===== src/rtl/simd_pkg.sv =====
// Shared types and constants for the SIMD command dispatcher.
// Holds the command, instruction and FSM state encodings used by
// simd_dispatch and the bench.
package simd_pkg;

  localparam int ADDR_W    = 16;
  localparam int CNT_W     = 8;
  localparam int ID_W      = 4;
  localparam int INFO_W    = 2 + CNT_W;
  localparam int PAYLOAD_W = (ADDR_W > INFO_W) ? ADDR_W : INFO_W;

  typedef logic [ADDR_W-1:0]    addr_t;
  typedef logic [ID_W-1:0]      cmd_id_t;
  typedef logic [PAYLOAD_W-1:0] payload_t;

  // NOP is encoded as zero so an all-zero instruction bus is a harmless NOP.
  typedef enum logic [1:0] {
    INSTR_NOP   = 2'd0,
    INSTR_LD    = 2'd1,
    INSTR_INFO  = 2'd2,
    INSTR_STORE = 2'd3
  } opcode_t;

  localparam logic [1:0] OP_ADD  = 2'd0;
  localparam logic [1:0] OP_SUB  = 2'd1;
  localparam logic [1:0] OP_MUL  = 2'd2;
  localparam logic [1:0] OP_RSVD = 2'd3;

  typedef struct packed {
    logic [1:0]       op;
    logic [CNT_W-1:0] count;
  } instr_info_t;

  typedef struct packed {
    opcode_t  opcode;
    payload_t payload;
  } instr_t;

  typedef struct packed {
    cmd_id_t          id;
    addr_t            src0;
    addr_t            src1;
    addr_t            dst;
    logic [1:0]       op;
    logic [CNT_W-1:0] count;
  } cmd_t;

  localparam int CMD_W = $bits(cmd_t);

  typedef enum logic [3:0] {
    S_IDLE   = 4'd0,
    S_REJECT = 4'd1,
    S_EN     = 4'd2,
    S_LD0    = 4'd3,
    S_LD1    = 4'd4,
    S_INFO   = 4'd5,
    S_STORE  = 4'd6,
    S_WAIT   = 4'd7,
    S_ACK    = 4'd8
  } state_t;

  // Zero-extend a shared-memory address onto the instruction payload.
  function automatic payload_t addr_payload(input addr_t a);
    return payload_t'(a);
  endfunction

  // Pack {op, count} into the low bits of the payload.
  function automatic payload_t info_payload(input logic [1:0] op, input logic [CNT_W-1:0] cnt);
    instr_info_t info;
    info.op    = op;
    info.count = cnt;
    return payload_t'(info);
  endfunction

endpackage


===== src/rtl/simd_dispatch_cmd_fifo.sv =====
// cmd_fifo: synchronous pointer FIFO with a registered head.
// Pointers carry one extra wrap bit so full and empty are distinguishable.
// The head is re-registered from storage, so a freshly written entry shows
// up as o_head_vld one cycle after it is pushed.
module cmd_fifo #(
  parameter int WIDTH = 8,
  parameter int DEPTH = 4
) (
  input  logic             i_clk,
  input  logic             i_rst,
  input  logic             i_push,
  input  logic [WIDTH-1:0] i_data,
  input  logic             i_pop,
  output logic             o_full,
  output logic             o_empty,
  output logic             o_head_vld,
  output logic [WIDTH-1:0] o_head
);

  localparam int AW = $clog2(DEPTH);

  logic [AW:0]      wptr_q;
  logic [AW:0]      rptr_q;
  logic [WIDTH-1:0] mem_q [DEPTH];
  logic             push_ok;
  logic             pop_ok;

  assign o_full  = (wptr_q[AW] != rptr_q[AW]) && (wptr_q[AW-1:0] == rptr_q[AW-1:0]);
  assign o_empty = (wptr_q == rptr_q);
  assign push_ok = i_push && !o_full;
  assign pop_ok  = i_pop && o_head_vld;

  // Pointer and head-valid state.
  // NOTE: sequential state uses non-blocking (<=) so every flop samples pre-edge values.
  always_ff @(posedge i_clk) begin
    if (i_rst) begin
      wptr_q     <= '0;
      rptr_q     <= '0;
      o_head_vld <= 1'b0;
    end else begin
      if (push_ok) wptr_q <= wptr_q + 1'b1;
      if (pop_ok)  rptr_q <= rptr_q + 1'b1;
      // A pop consumes the head; the next entry is re-fetched the cycle after.
      o_head_vld <= !o_empty && !pop_ok;
    end
  end

  // Entry storage and registered head data.
  // NOTE: storage is deliberately not reset; the pointers alone decide what is valid.
  always_ff @(posedge i_clk) begin
    if (push_ok) mem_q[wptr_q[AW-1:0]] <= i_data;
    o_head <= mem_q[rptr_q[AW-1:0]];
  end

endmodule


===== src/rtl/simd_dispatch.sv =====
// simd_dispatch: issue stage in front of one SIMD processor.
// Buffers commands in cmd_fifo and walks the processor through
// enable / LD / LD / INFO / STORE, then waits for finish and acknowledges.
// Optional watchdog: define SIMD_DISPATCH_TIMEOUT_EN to bound S_WAIT
// to TIMEOUT cycles and raise a sticky o_timeout.
module simd_dispatch
  import simd_pkg::*;
#(
  parameter int FIFO_DEPTH = 4,
  parameter int TIMEOUT    = 1024
) (
  input  logic    i_clk,
  input  logic    i_rst,
  input  logic    i_cmd_valid,
  output logic    o_cmd_ready,
  input  cmd_t    i_cmd,
  output logic    o_proc_en,
  output logic    o_proc_valid,
  output instr_t  o_proc_instr,
  input  logic    i_proc_busy,
  input  logic    i_proc_finish,
  output logic    o_done,
  output cmd_id_t o_done_id,
  output logic    o_done_err,
  output logic    o_idle,
  output logic    o_timeout
);

  state_t state_q;
  state_t state_d;
  cmd_t   head;
  cmd_t   cur_q;
  logic   fifo_full;
  logic   fifo_empty;
  logic   head_vld;
  logic   pop;
  logic   timeout_hit;
  logic   ack_err;

  assign pop = (state_q == S_IDLE) && head_vld && !i_proc_busy;

  cmd_fifo #(
    .WIDTH(CMD_W),
    .DEPTH(FIFO_DEPTH)
  ) u_fifo (
    .i_clk     (i_clk),
    .i_rst     (i_rst),
    .i_push    (i_cmd_valid),
    .i_data    (i_cmd),
    .i_pop     (pop),
    .o_full    (fifo_full),
    .o_empty   (fifo_empty),
    .o_head_vld(head_vld),
    .o_head    (head)
  );

  assign o_cmd_ready = !fifo_full;
  assign o_idle      = fifo_empty && (state_q == S_IDLE);

`ifdef SIMD_DISPATCH_TIMEOUT_EN
  localparam int TW = $clog2(TIMEOUT + 1);

  logic [TW-1:0] wait_cnt_q;
  logic          timeout_q;
  logic          ack_err_q;

  // Finish on the last allowed cycle still counts as a clean completion.
  assign timeout_hit = (state_q == S_WAIT) && !i_proc_finish
                       && (wait_cnt_q == TW'(TIMEOUT - 1));

  // Cycle counter for S_WAIT, cleared on the way in from S_STORE.
  always_ff @(posedge i_clk) begin
    if (i_rst)                     wait_cnt_q <= '0;
    else if (state_q == S_STORE)   wait_cnt_q <= '0;
    else if (state_q == S_WAIT)    wait_cnt_q <= wait_cnt_q + 1'b1;
  end

  // Sticky timeout flag and the error status reported with the acknowledge.
  always_ff @(posedge i_clk) begin
    if (i_rst) begin
      timeout_q <= 1'b0;
      ack_err_q <= 1'b0;
    end else begin
      if (timeout_hit)          timeout_q <= 1'b1;
      if (state_q == S_WAIT)    ack_err_q <= timeout_hit;
    end
  end

  assign ack_err   = ack_err_q;
  assign o_timeout = timeout_q;
`else
  assign timeout_hit = 1'b0;
  assign ack_err     = 1'b0;
  assign o_timeout   = 1'b0;
`endif

  // FSM state register.
  always_ff @(posedge i_clk) begin
    if (i_rst) state_q <= S_IDLE;
    else       state_q <= state_d;
  end

  // Capture the popped command for the duration of its sequence.
  always_ff @(posedge i_clk) begin
    if (pop) cur_q <= head;
  end

  // Next-state logic: one step per cycle except the IDLE and WAIT holds.
  // NOTE: every always_comb output gets a default first so no latch is inferred.
  always_comb begin
    state_d = state_q;
    unique case (state_q)
      S_IDLE: begin
        if (pop) begin
          if (head.count == '0 || head.op == OP_RSVD) state_d = S_REJECT;
          else                                        state_d = S_EN;
        end
      end
      S_REJECT: state_d = S_IDLE;
      S_EN:     state_d = S_LD0;
      S_LD0:    state_d = S_LD1;
      S_LD1:    state_d = S_INFO;
      S_INFO:   state_d = S_STORE;
      S_STORE:  state_d = S_WAIT;
      S_WAIT:   if (i_proc_finish || timeout_hit) state_d = S_ACK;
      S_ACK:    state_d = S_IDLE;
      default:  state_d = S_IDLE;
    endcase
  end

  // Output decode: valid is only ever driven in LD/INFO/STORE/ACK.
  always_comb begin
    o_proc_en    = 1'b0;
    o_proc_valid = 1'b0;
    o_proc_instr = '0;
    o_done       = 1'b0;
    o_done_id    = '0;
    o_done_err   = 1'b0;
    unique case (state_q)
      S_REJECT: begin
        o_done     = 1'b1;
        o_done_err = 1'b1;
        o_done_id  = cur_q.id;
      end
      S_EN: o_proc_en = 1'b1;
      S_LD0: begin
        o_proc_valid         = 1'b1;
        o_proc_instr.opcode  = INSTR_LD;
        o_proc_instr.payload = addr_payload(cur_q.src0);
      end
      S_LD1: begin
        o_proc_valid         = 1'b1;
        o_proc_instr.opcode  = INSTR_LD;
        o_proc_instr.payload = addr_payload(cur_q.src1);
      end
      S_INFO: begin
        o_proc_valid         = 1'b1;
        o_proc_instr.opcode  = INSTR_INFO;
        o_proc_instr.payload = info_payload(cur_q.op, cur_q.count);
      end
      S_STORE: begin
        o_proc_valid         = 1'b1;
        o_proc_instr.opcode  = INSTR_STORE;
        o_proc_instr.payload = addr_payload(cur_q.dst);
      end
      S_ACK: begin
        o_proc_valid = 1'b1;
        o_done       = 1'b1;
        o_done_id    = cur_q.id;
        o_done_err   = ack_err;
      end
      default: ;
    endcase
  end

endmodule


===== config.mk =====
export PLATFORM = sky130hd
export DESIGN_NAME = simd_dispatch
export DESIGN_NICKNAME = d
export VERILOG_FILES = /design/src/rtl/simd_pkg.sv /design/src/rtl/simd_dispatch_cmd_fifo.sv /design/src/rtl/simd_dispatch.sv
export SDC_FILE = /design/constraint.sdc
export NUM_CORES = 1
export LEC_CHECK = 0
export ABC_CLOCK_PERIOD_IN_PS = 7100
export CAP_MARGIN = 20
export CORE_MARGIN = 2
export CORE_UTILIZATION = 40
export CTS_BUF_LIST = sky130_fd_sc_hd__clkbuf_8
export CTS_CLUSTER_DIAMETER = 80
export CTS_CLUSTER_SIZE = 24
export DETAILED_ROUTE_END_ITERATION = 10
export PLACE_DENSITY = 0.66
export SYNTH_ARGS = -nofsm -noshare
export SYNTH_HDL_FRONTEND = slang
export SYNTH_SLANG_ARGS = --single-unit

===== constraint.sdc =====
create_clock -name i_clk -period 7.1 [get_ports i_clk]
set_input_delay 1.42 -clock i_clk [delete_from_list [all_inputs] [get_ports i_clk]]
set_output_delay 1.42 -clock i_clk [all_outputs]
set_load 0.01 [all_outputs]

* Word-level counts from Yosys, hierarchy flattened *
Memory sizes are Yosys's and may differ from the RTL's. A register that Yosys moved wholly into a read port is not among the register bits.
Cells that the tools add are included.

operators by class
  add/subtract/negate cells = 2
  reduce and logical (&&, ||, !) cells = 17
  multiplexer cells = 12
  eq/ne operators = 14

operators with widths
  kind                 number
  $pmux 18 s4          1
  $pmux 4 s7           1
  $eq 4x3->1 const B   4
  $mux 4               3
  $eq 4x2->1 const B   2
  $logic_not 8->1      1
  $logic_and 1x1->1    7
  $add 3x1->3 const B  2
  $mux 1               6
  $reduce_or 5->1      1
  $eq 4x1->1 const B   1
  $eq 4x4->1 const B   1
  $logic_not 1->1      4
  $logic_not 4->1      1
  $eq 3x3->1           1
  $eq 2x2->1           1
  $eq 2x2->1 const B   1
  $mux 2               1
  $ne 2x1->1 const B   1
  $ne 2x2->1 const B   1
  $reduce_and 2->1     1
  $reduce_or 2->1      1
  $logic_or 1x1->1     1
  $ne 1x1->1           1

storage, ports and cells
  memories = 1
  memory bits (writable) = 248
  bits of input ports = 67
  register bits = 73

memory list
  memory        depth  bits a word  read ports  clocked after Yosys merged registers in  write ports  line                          RTL
  u_fifo.mem_q  4      62           1           1                                        1            simd_dispatch_cmd_fifo.sv:24  logic [WIDTH-1:0] mem_q [DEPTH];

* Longest topological paths before layout *
Gate-level depths: netlist of the first run.

  depth after elaboration = 6
  gate-level depth with buffers = 6
  gate-level depth less buffers = 4

* By module *
From an unflattened synthesis of the first run, not the netlist that was laid out.

unflattened totals
  cell total of the unflattened synthesis = 601
  area total of the unflattened synthesis = 13390.3 um2

by module, submodules not included
  module         seq. area each (um2)  times used  area each (um2)  cells an instance
  cmd_fifo       8828.5                1           10770.3          445
  simd_dispatch  1941.9                1           2620.0           156

* Worst setup path after synthesis of the first run *
OpenSTA, ideal clock, no wires.

  path kind = input to register
  from = in i_cmd_valid
  to = mem u_fifo.mem_q[0][0] (netlist bit) (enable)
  slack = 3744 ps
  data arrival time = 2929 ps
  stages = 1
  setup time = 427 ps
  buffers on the path = 0
  path through = and3_1

between the ends
  cells in the longest elaborated chain, start to end = 3

ends and longest elaborated chain
  element                       line                          RTL
  start, declared               simd_dispatch.sv:14           input logic i_cmd_valid,
  $logic_and 1x1->1             simd_dispatch_cmd_fifo.sv:30  assign push_ok = i_push && !o_full;
  $mux 1                        simd_dispatch_cmd_fifo.sv:51  if (push_ok) mem_q[wptr_q[AW-1:0]] <= i_data;
  $mux 1 (not written as such)  simd_dispatch_cmd_fifo.sv:51
  end, declared                 simd_dispatch_cmd_fifo.sv:24

No other way between the ends.

==> metrics.log, run 1 <==
INFO  metric drt-total-wl = 23.22 mm
INFO  metric required = 5.68 ns
INFO  metric ys.flop_type = sky130_fd_sc_hd__edfxtp_1
INFO  metric antenna_cells = 0
INFO  metric cts-hold-fix-buffers = 0
INFO  metric initial_core_util = 40.43%
INFO  metric grt_pass1_wl = 34.66 mm
INFO  metric tritoncts.num_buffers = 19
INFO  metric p_int = 2.971 mW
INFO  metric p_clk_share = 22.8%
INFO  metric drc_errors = 0
INFO  metric asyncSetResetFlopFracSynth = 0%
INFO  metric synthesis.instances = 593
INFO  metric slew-limit-headroom = 34.01%
INFO  metric setup_tns = 0 ns
INFO  metric vias = 5698
INFO  metric synth_top_cell_by_area = sky130_fd_sc_hd__edfxtp_1
INFO  metric ctsResizeCount = 0
INFO  metric post_synth_xor_area_fraction = 0.5353%
INFO  metric worst-path-max-fanout = 13
INFO  metric syn-num-nets = 665
INFO  metric boundaryPins = 96
INFO  metric dr_pass1_iterations = 6
INFO  metric drt.antenna.violating_nets = 0
INFO  metric power.share.switching = 20.76%
INFO  metric cts_num_sinks = 383
INFO  metric dp.final_hpwl = 13.81 mm
INFO  metric path_buf_inv = 1
INFO  metric clock_latency = 0.55 ns
INFO  metric finalMaxSlewViolations = 0
INFO  metric cts_setup_buffers = 0
INFO  metric largest_cells_by_area_after_synthesis = sky130_fd_sc_hd__edfxtp_1 (71%), sky130_fd_sc_hd__dfxtp_1 (11%), sky130_fd_sc_hd__mux4_2 (11%)
INFO  metric timing.reg2reg.worst_path_depth = 4
INFO  metric synth.yosys.warnings = 0
INFO  metric power.combinational.fraction = 6.7%
INFO  metric critical-path-max-stage-delay = 0.66 ns
INFO  metric crit_cells = 5
INFO  metric num_rows = 66
INFO  metric power.net_switching = 0.7786 mW
INFO  metric grt_max_degree = 65
INFO  metric final_layout_size_suffix_gt1_share = 14.99%
INFO  metric fin_nets = 767
INFO  metric period_share = 63.10%
INFO  metric hp-start = u_fifo.o_head[21]$_DFF_P_
INFO  metric worst_setup_path_end_kind = output port
INFO  metric synth-adder-area-share = 0.4780%
INFO  metric fp.coreArea = 0.03237 mm2
INFO  metric initial_antenna_violation_count = 1
INFO  metric h-tree-depth = 1
INFO  metric synth_top_family_by_area = multiplexers
INFO  metric first_global_vias = 5673
INFO  metric min-delay-path-class = reg2reg
INFO  metric ctsRootBufferMaster = sky130_fd_sc_hd__clkbuf_8
INFO  metric synth_commonest_cells = sky130_fd_sc_hd__edfxtp_1 (310), sky130_fd_sc_hd__dfxtp_1 (73), sky130_fd_sc_hd__mux4_2 (62), sky130_fd_sc_hd__nand2_1 (26), sky130_fd_sc_hd__a222oi_1 (16)
INFO  metric synth_simple_gate_area_share = 2.533%
INFO  metric worst_path_max_delay_cell = sky130_fd_sc_hd__nor2_1
INFO  metric fp.dieH = 184.9 um
INFO  metric grt_overflow_total = 0
INFO  metric floorplan.die_area = 0.03418 mm2
INFO  metric crit_chain = nand2b_1 > nor2_1 > a222oi_1 > nand2_1 > clkdlybuf4s50_1
INFO  metric leakagePower = 4.801 nW
INFO  metric wire_per_inst = 20.21 um
INFO  metric maxCapViolations = 0
INFO  metric hold_violations = 0
INFO  metric arrival = 3.06 ns
INFO  metric setup_viol_count_final = 0
INFO  metric reg2reg_from = u_fifo.rptr_q[0]$_SDFFE_PP0P_
INFO  metric synth_enable_flop_cells = 310
INFO  metric worstHoldEndpoint = cur_q[21]$_DFFE_PP_
INFO  metric post-synth-top-area-fraction = 71.12%
INFO  metric avgViaCountPerCell = 4.959
INFO  metric flow.area_growth_from_synthesis = 13.91%
INFO  metric cts_tree = built
INFO  metric yosys.cell_types.count = 38
INFO  metric worstSetupPathType = reg2out
INFO  metric post-route-min-period = 4.480 ns
INFO  metric fmax = 0.2232 GHz
INFO  metric power_per_cell_area = 251.5 mW/mm2
INFO  metric instance_count_along_the_most_critical_hold_path = 0
INFO  metric drt_first_iter_violations = 524
INFO  metric setup.worst_path.start_class = register
INFO  metric port_buffers = 94
INFO  metric mappedNetlistArea = 0.01309 mm2
INFO  metric crit_family = simple AND/OR/NAND/NOR gates
INFO  metric clock_tree.buffer_depth = 3
INFO  metric mux_cell_area_share_after_synthesis = 10.99%
INFO  metric power.sequential.fraction = 70.5%
INFO  metric timing.reg2reg.setup_slack = 3.92 ns
INFO  metric yosys.cell_count.top_type = sky130_fd_sc_hd__edfxtp_1
INFO  metric synth_seq_cells = 383
INFO  metric finalWeightedCongestion = 0.7818
INFO  metric post_synth.cell_area_avg = 22.07 um2
INFO  metric grt_util_all_layers = 13.60%
INFO  metric worst_hold_slack = 0.4146 ns
INFO  metric chipWidth = 184.9 um
INFO  metric clock_skew = 0.02174 ns
INFO  metric vdd_drop_max = 0.1379 mV
INFO  metric unrepaired_setup_endpoints_after_global_routing = no
INFO  metric worst_margin_pin_slew = 0.9898 ns
INFO  metric synth_seq_area_share = 82.29%
INFO  metric crit-reg2reg-capture = u_fifo.mem_q[2][15]$_DFFE_PP_
INFO  metric outcome = complete, no violations
INFO  metric synth-compound-area-share = 1.950%
INFO  metric clk_pin_slew_worst_paths = 0.14 ns
[metrics by stage]
stage	area, um2	worst slack, ns	utilization, %	cells	total power, mW
finish	14910	2.620	46.06	1149	3.750
global route	14910	2.384	46.06	1149	3.902
CTS	14860	2.329	45.89	1146	3.801
detailed placement	14540	2.990	44.92	1113	2.949
global placement	14530	2.993	44.89	1112	2.942
floorplan	13090	3.744	-	593	2.823
[cell families after synthesis]
logic type / Yosys count
AO/OA/AOI/OAI: 29
XOR/XNOR: 8
adder cells (fa/ha/maj): 5
buffers and inverters: 34
flip-flops: 383
multiplexers: 66
other: 1
AND/OR/NAND/NOR: 67
[final cells by class]
class                      instances  area, um2
multi-input combinational        176       2167
clock inverter                    14      52.55
clock buffer                      19      261.5
fill                            2746      17460
inverter                           9      33.78
tap                              442      553.0
sequential                       383      10780
timing repair buffer             106       1066
[power by group through the flow]
stage                     clock network [mW]  registers, mW  logic, mW
after floorplan                            0           2.66      0.160
after global placement                     0           2.69      0.248
after detailed placement                   0           2.70      0.251
after CTS                              0.901           2.65      0.252
after global routing                   0.970           2.66      0.273
final                                  0.856           2.64      0.250
[cell usage in the layout (no fill, tap or decap), types with 2 or more instances in the layout]
cell / netlist / final
sky130_fd_sc_hd__nor4_1: 3 / 3
sky130_fd_sc_hd__buf_12: 0 / 2
sky130_fd_sc_hd__nor2_1: 12 / 12
sky130_fd_sc_hd__clkdlybuf4s50_1: 0 / 94
sky130_fd_sc_hd__nor3_2: 2 / 2
sky130_fd_sc_hd__mux2i_1: 2 / 2
sky130_fd_sc_hd__xnor2_1: 4 / 4
sky130_fd_sc_hd__inv_1: 9 / 22
sky130_fd_sc_hd__clkbuf_8: 0 / 20
sky130_fd_sc_hd__buf_4: 1 / 8
sky130_fd_sc_hd__mux4_2: 62 / 62
sky130_fd_sc_hd__o31ai_1: 3 / 3
sky130_fd_sc_hd__dfxtp_1: 73 / 71
sky130_fd_sc_hd__a222oi_1: 16 / 16
sky130_fd_sc_hd__edfxtp_1: 310 / 310
sky130_fd_sc_hd__mux2_2: 2 / 2
sky130_fd_sc_hd__ha_1: 5 / 5
sky130_fd_sc_hd__nor3_1: 5 / 5
sky130_fd_sc_hd__nand3_1: 2 / 2
sky130_fd_sc_hd__nand2_1: 26 / 26
sky130_fd_sc_hd__a21oi_1: 3 / 3
sky130_fd_sc_hd__xor2_1: 4 / 4
sky130_fd_sc_hd__nand2b_1: 3 / 3
sky130_fd_sc_hd__and2_1: 5 / 4
sky130_fd_sc_hd__and3_2: 0 / 3
[state kept, by name, indices dropped and copies added, names as in the netlist]
signal	flops
u_fifo.mem_q	248
u_fifo.o_head_vld	1
state_q	4
u_fifo.wptr_q	3
u_fifo.o_head	62
u_fifo.rptr_q	3
cur_q	62
[routing by layer]
layer,GRT usage (%),vias to the layer above,share of wire [%]
li1,-,2583,-
met1,19.17,2952,45
met2,21.63,129,47
met3,2.792,32,5.5
met4,3.778,2,2.3
met5,0,-,0.056
[worst register-to-register path: stages, from the launching register on]
cell and delay (ns):
sky130_fd_sc_hd__dfxtp_4 0.93, sky130_fd_sc_hd__xor2_1 0.31, sky130_fd_sc_hd__or3_1 0.23, sky130_fd_sc_hd__and3_2 0.69, sky130_fd_sc_hd__buf_4 0.64
[worst max-delay path by stage]
stage / slack [ns] / end / startpoint
floorplan: 3.74 / u_fifo.mem_q[0][0]$_DFFE_PP_ / i_cmd_valid
global placement: 2.99 / o_proc_instr[6] / state_q[0]$_SDFFE_PP0P_
detailed placement: 2.99 / o_proc_instr[0] / state_q[2]$_SDFFE_PP0P_
CTS: 2.33 / o_proc_instr[0] / state_q[2]$_SDFFE_PP0P_
global route: 2.38 / o_proc_instr[6] / state_q[2]$_SDFFE_PP0P_
finish: 2.62 / o_proc_instr[6] / state_q[2]$_SDFFE_PP0P_
Power figures use the tool's default switching activity.
==> run 2: changes to the inputs <==
Settings changed: ABC_CLOCK_PERIOD_IN_PS 7100 to 4500.
Clock period 7.1 ns to 4.5 ns, I/O delays scaled along.
==> run 2 against run 1 <==
Compared with the run above:
- critical path type unchanged
- combinational power up 62%
- clock power up 60%
- power up 58%
- first-iteration DRC count down 2.1%
- count of clock-buffer cells in the layout unchanged
- critical path depth up 1
- sequential share of layout area about the same
- die area unchanged
- final cell count up 0.17%
- sequential power up 58%
- critical endpoint unchanged
- highest routed layer unchanged
==> metrics.log, run 2 (synthesis gave the netlist of run 1 again) <==
INFO  metric outcome = complete, no violations (unchanged)
INFO  metric instance_count_along_the_most_critical_hold_path = 0 (unchanged)
INFO  metric wire_per_inst = 20.79 um (was 20.21 um)
INFO  metric cts_num_sinks = 383 (unchanged)
INFO  metric required = 3.60 ns (was 5.68 ns)
INFO  metric chipWidth = 184.9 um (unchanged)
INFO  metric drc_errors = 0 (unchanged)
INFO  metric worst_setup_path_end_kind = output port (unchanged)
INFO  metric drt-total-wl = 23.94 mm (was 23.22 mm)
INFO  metric fp.coreArea = 0.03237 mm2 (unchanged)
INFO  metric grt_pass1_wl = 35.92 mm (was 34.66 mm)
INFO  metric p_clk_share = 23.1% (was 22.8%)
INFO  metric port_buffers = 94 (unchanged)
INFO  metric initial_antenna_violation_count = 3 (was 1)
INFO  metric most-common-layout-cells = sky130_fd_sc_hd__edfxtp_1 (310), sky130_fd_sc_hd__clkdlybuf4s50_1 (94), sky130_fd_sc_hd__dfxtp_1 (71) (unchanged)
INFO  metric drt_first_iter_violations = 513 (was 524)
INFO  metric worst-path-max-fanout = 13 (unchanged)
INFO  metric dr_pass1_iterations = 5 (was 6)
INFO  metric dp.final_hpwl = 14.76 mm (was 13.81 mm)
INFO  metric first_global_vias = 5829 (was 5673)
INFO  metric largest_reg_flops = 248 (unchanged)
INFO  metric worstSetupPathType = reg2out (unchanged)
INFO  metric fp.dieH = 184.9 um (unchanged)
INFO  metric clk_pin_slew_worst_paths = 0.14 ns (about the same)
INFO  metric slew-limit-headroom = 31.48% (was 34.01%)
INFO  metric post-route-min-period = 4.001 ns
INFO  metric drt.antenna.violating_nets = 0 (unchanged)
INFO  metric placed_instances = 1117 (was 1113)
INFO  metric total_power = 5.942 mW (was 3.750 mW)
INFO  metric ctsResizeCount = 0 (unchanged)
INFO  metric clock_skew = 0.01687 ns (was 0.02174 ns)
INFO  metric unrepaired_setup_endpoints_after_global_routing = no (unchanged)
INFO  metric layout_commonest_cell = sky130_fd_sc_hd__edfxtp_1 (unchanged)
INFO  metric layout.area.seq = 0.01078 mm2 (unchanged)
INFO  metric finalMaxSlewViolations = 0 (unchanged)
INFO  metric grt_overflow_total = 0 (unchanged)
INFO  metric placed_cell_area = 0.01459 mm2 (was 0.01454 mm2)
INFO  metric antenna_cells = 0 (unchanged)
INFO  metric vias = 5704 (was 5698)
INFO  metric power.combinational.fraction = 6.8% (was 6.7%)
INFO  metric final_non_filler_cell_total = 1151 (was 1149)
INFO  metric final_layout_size_suffix_gt1_share = 15.23% (was 14.99%)
INFO  metric leakagePower = 4.805 nW (was 4.801 nW)
INFO  metric initial_core_util = 40.43% (unchanged)
INFO  metric ctsRootBufferMaster = sky130_fd_sc_hd__clkbuf_8 (unchanged)
INFO  metric p_int = 4.692 mW (was 2.971 mW)
INFO  metric min-delay-path-class = reg2reg (unchanged)
INFO  metric tritoncts.num_buffers = 19 (unchanged)
INFO  metric power.net_switching = 1.250 mW (was 0.7786 mW)
INFO  metric grt_max_degree = 65 (unchanged)
INFO  metric worst_margin_pin_slew = 1.028 ns (was 0.9898 ns)
INFO  metric setup_viol_count_final = 0 (unchanged)
INFO  metric post-route-cell-area = 0.01491 mm2 (about the same)
INFO  metric setup.worst_path.start_class = register (unchanged)
INFO  metric power.sequential.fraction = 70.1% (was 70.5%)
INFO  metric arrival = 3.10 ns (was 3.06 ns)
INFO  metric power_per_cell_area = 398.4 mW/mm2 (was 251.5 mW/mm2)
INFO  metric fmax = 0.2499 GHz
INFO  metric vdd_drop_max = 0.1665 mV (was 0.1379 mV)
INFO  metric multi_input_area = 0.002167 mm2 (unchanged)
INFO  metric clock_tree.buffer_depth = 3 (unchanged)
INFO  metric hold_violations = 0 (unchanged)
INFO  metric n_fill_cell = 2759 (was 2746)
INFO  metric finalWeightedCongestion = 0.7965 (was 0.7818)
INFO  metric h-tree-depth = 1 (unchanged)
INFO  metric power.share.switching = 21.04% (was 20.76%)
INFO  metric avgViaCountPerCell = 4.956 (was 4.959)
INFO  metric setup_tns = 0 ns (unchanged)
INFO  metric cts_setup_buffers = 0 (unchanged)
INFO  metric cts-hold-fix-buffers = 0 (unchanged)
INFO  metric fin_nets = 768 (was 767)
INFO  metric grt_util_all_layers = 14.20% (was 13.60%)
INFO  metric maxCapViolations = 0 (unchanged)
INFO  metric floorplan.die_area = 0.03418 mm2 (unchanged)
INFO  metric num_rows = 66 (unchanged)
INFO  metric clock_latency = 0.57 ns (was 0.55 ns)
INFO  metric period_share = 88.91%
INFO  metric timing.reg2reg.worst_path_depth = 4 (unchanged)
INFO  metric flow.area_growth_from_synthesis = 13.95% (was 13.91%)
INFO  metric cts_tree = built (unchanged)
INFO  metric boundaryPins = 96 (unchanged)
-- run 2: layer usage --
layer	track usage, %	wire length [um]
met1	19.39	10500
met2	23.61	11800
met3	2.753	1166
met4	3.587	433
met5	0	42
-- run 2: power groups by stage --
stage          clock network [mW]  registers (mW)  logic (mW)
5_1_grt                      1.54            4.19       0.440
4_1_cts                      1.42            4.17       0.416
3_3_place_gp                    0            4.24       0.410
3_5_place_dp                    0            4.25       0.415
6_report                     1.37            4.17       0.404
2_1_floorplan                   0            4.20       0.253
-- run 2: layout make-up --
class,count,area share (%)
Tap cell,442,3.708
Clock buffer,19,1.753
Inverter,9,0.2265
Multi-Input combinational cell,176,14.53
Clock inverter,15,0.4027
Sequential cell,383,72.25
Timing Repair Buffer,107,7.131
-- run 2: worst max-delay path, stage by stage (launching register included) --
cell and delay (ns):
sky130_fd_sc_hd__dfxtp_1 0.62, sky130_fd_sc_hd__nand2b_1 0.25, sky130_fd_sc_hd__nor2_1 0.54, sky130_fd_sc_hd__buf_4 0.30, sky130_fd_sc_hd__a222oi_1 0.09, sky130_fd_sc_hd__nand2_1 0.19, sky130_fd_sc_hd__clkdlybuf4s50_1 0.56
-- run 2: path summary, 6_finish.rpt --
check	slack, ns	endpoint	start
min	0.41	cur_q[27]$_DFFE_PP_	u_fifo.o_head[27]$_DFF_P_
max	0.50	o_proc_instr[6]	state_q[2]$_SDFFE_PP0P_
max reg2reg	1.73	u_fifo.mem_q[0][28]$_DFFE_PP_	u_fifo.rptr_q[0]$_SDFFE_PP0P_
min reg2reg	0.41	cur_q[27]$_DFFE_PP_	u_fifo.o_head[27]$_DFF_P_
-- run 2: through the flow --
step	setup WS (ns)	hold WS (ns)	util, %
finish	0.4988	0.4123	46.07
global route	0.2852	0.4221	46.07
CTS	0.4874	0.4143	46.07
detailed placement	1.125	0.3887	45.08
global placement	1.204	0.3863	45.08
floorplan	1.553	0.3855	-
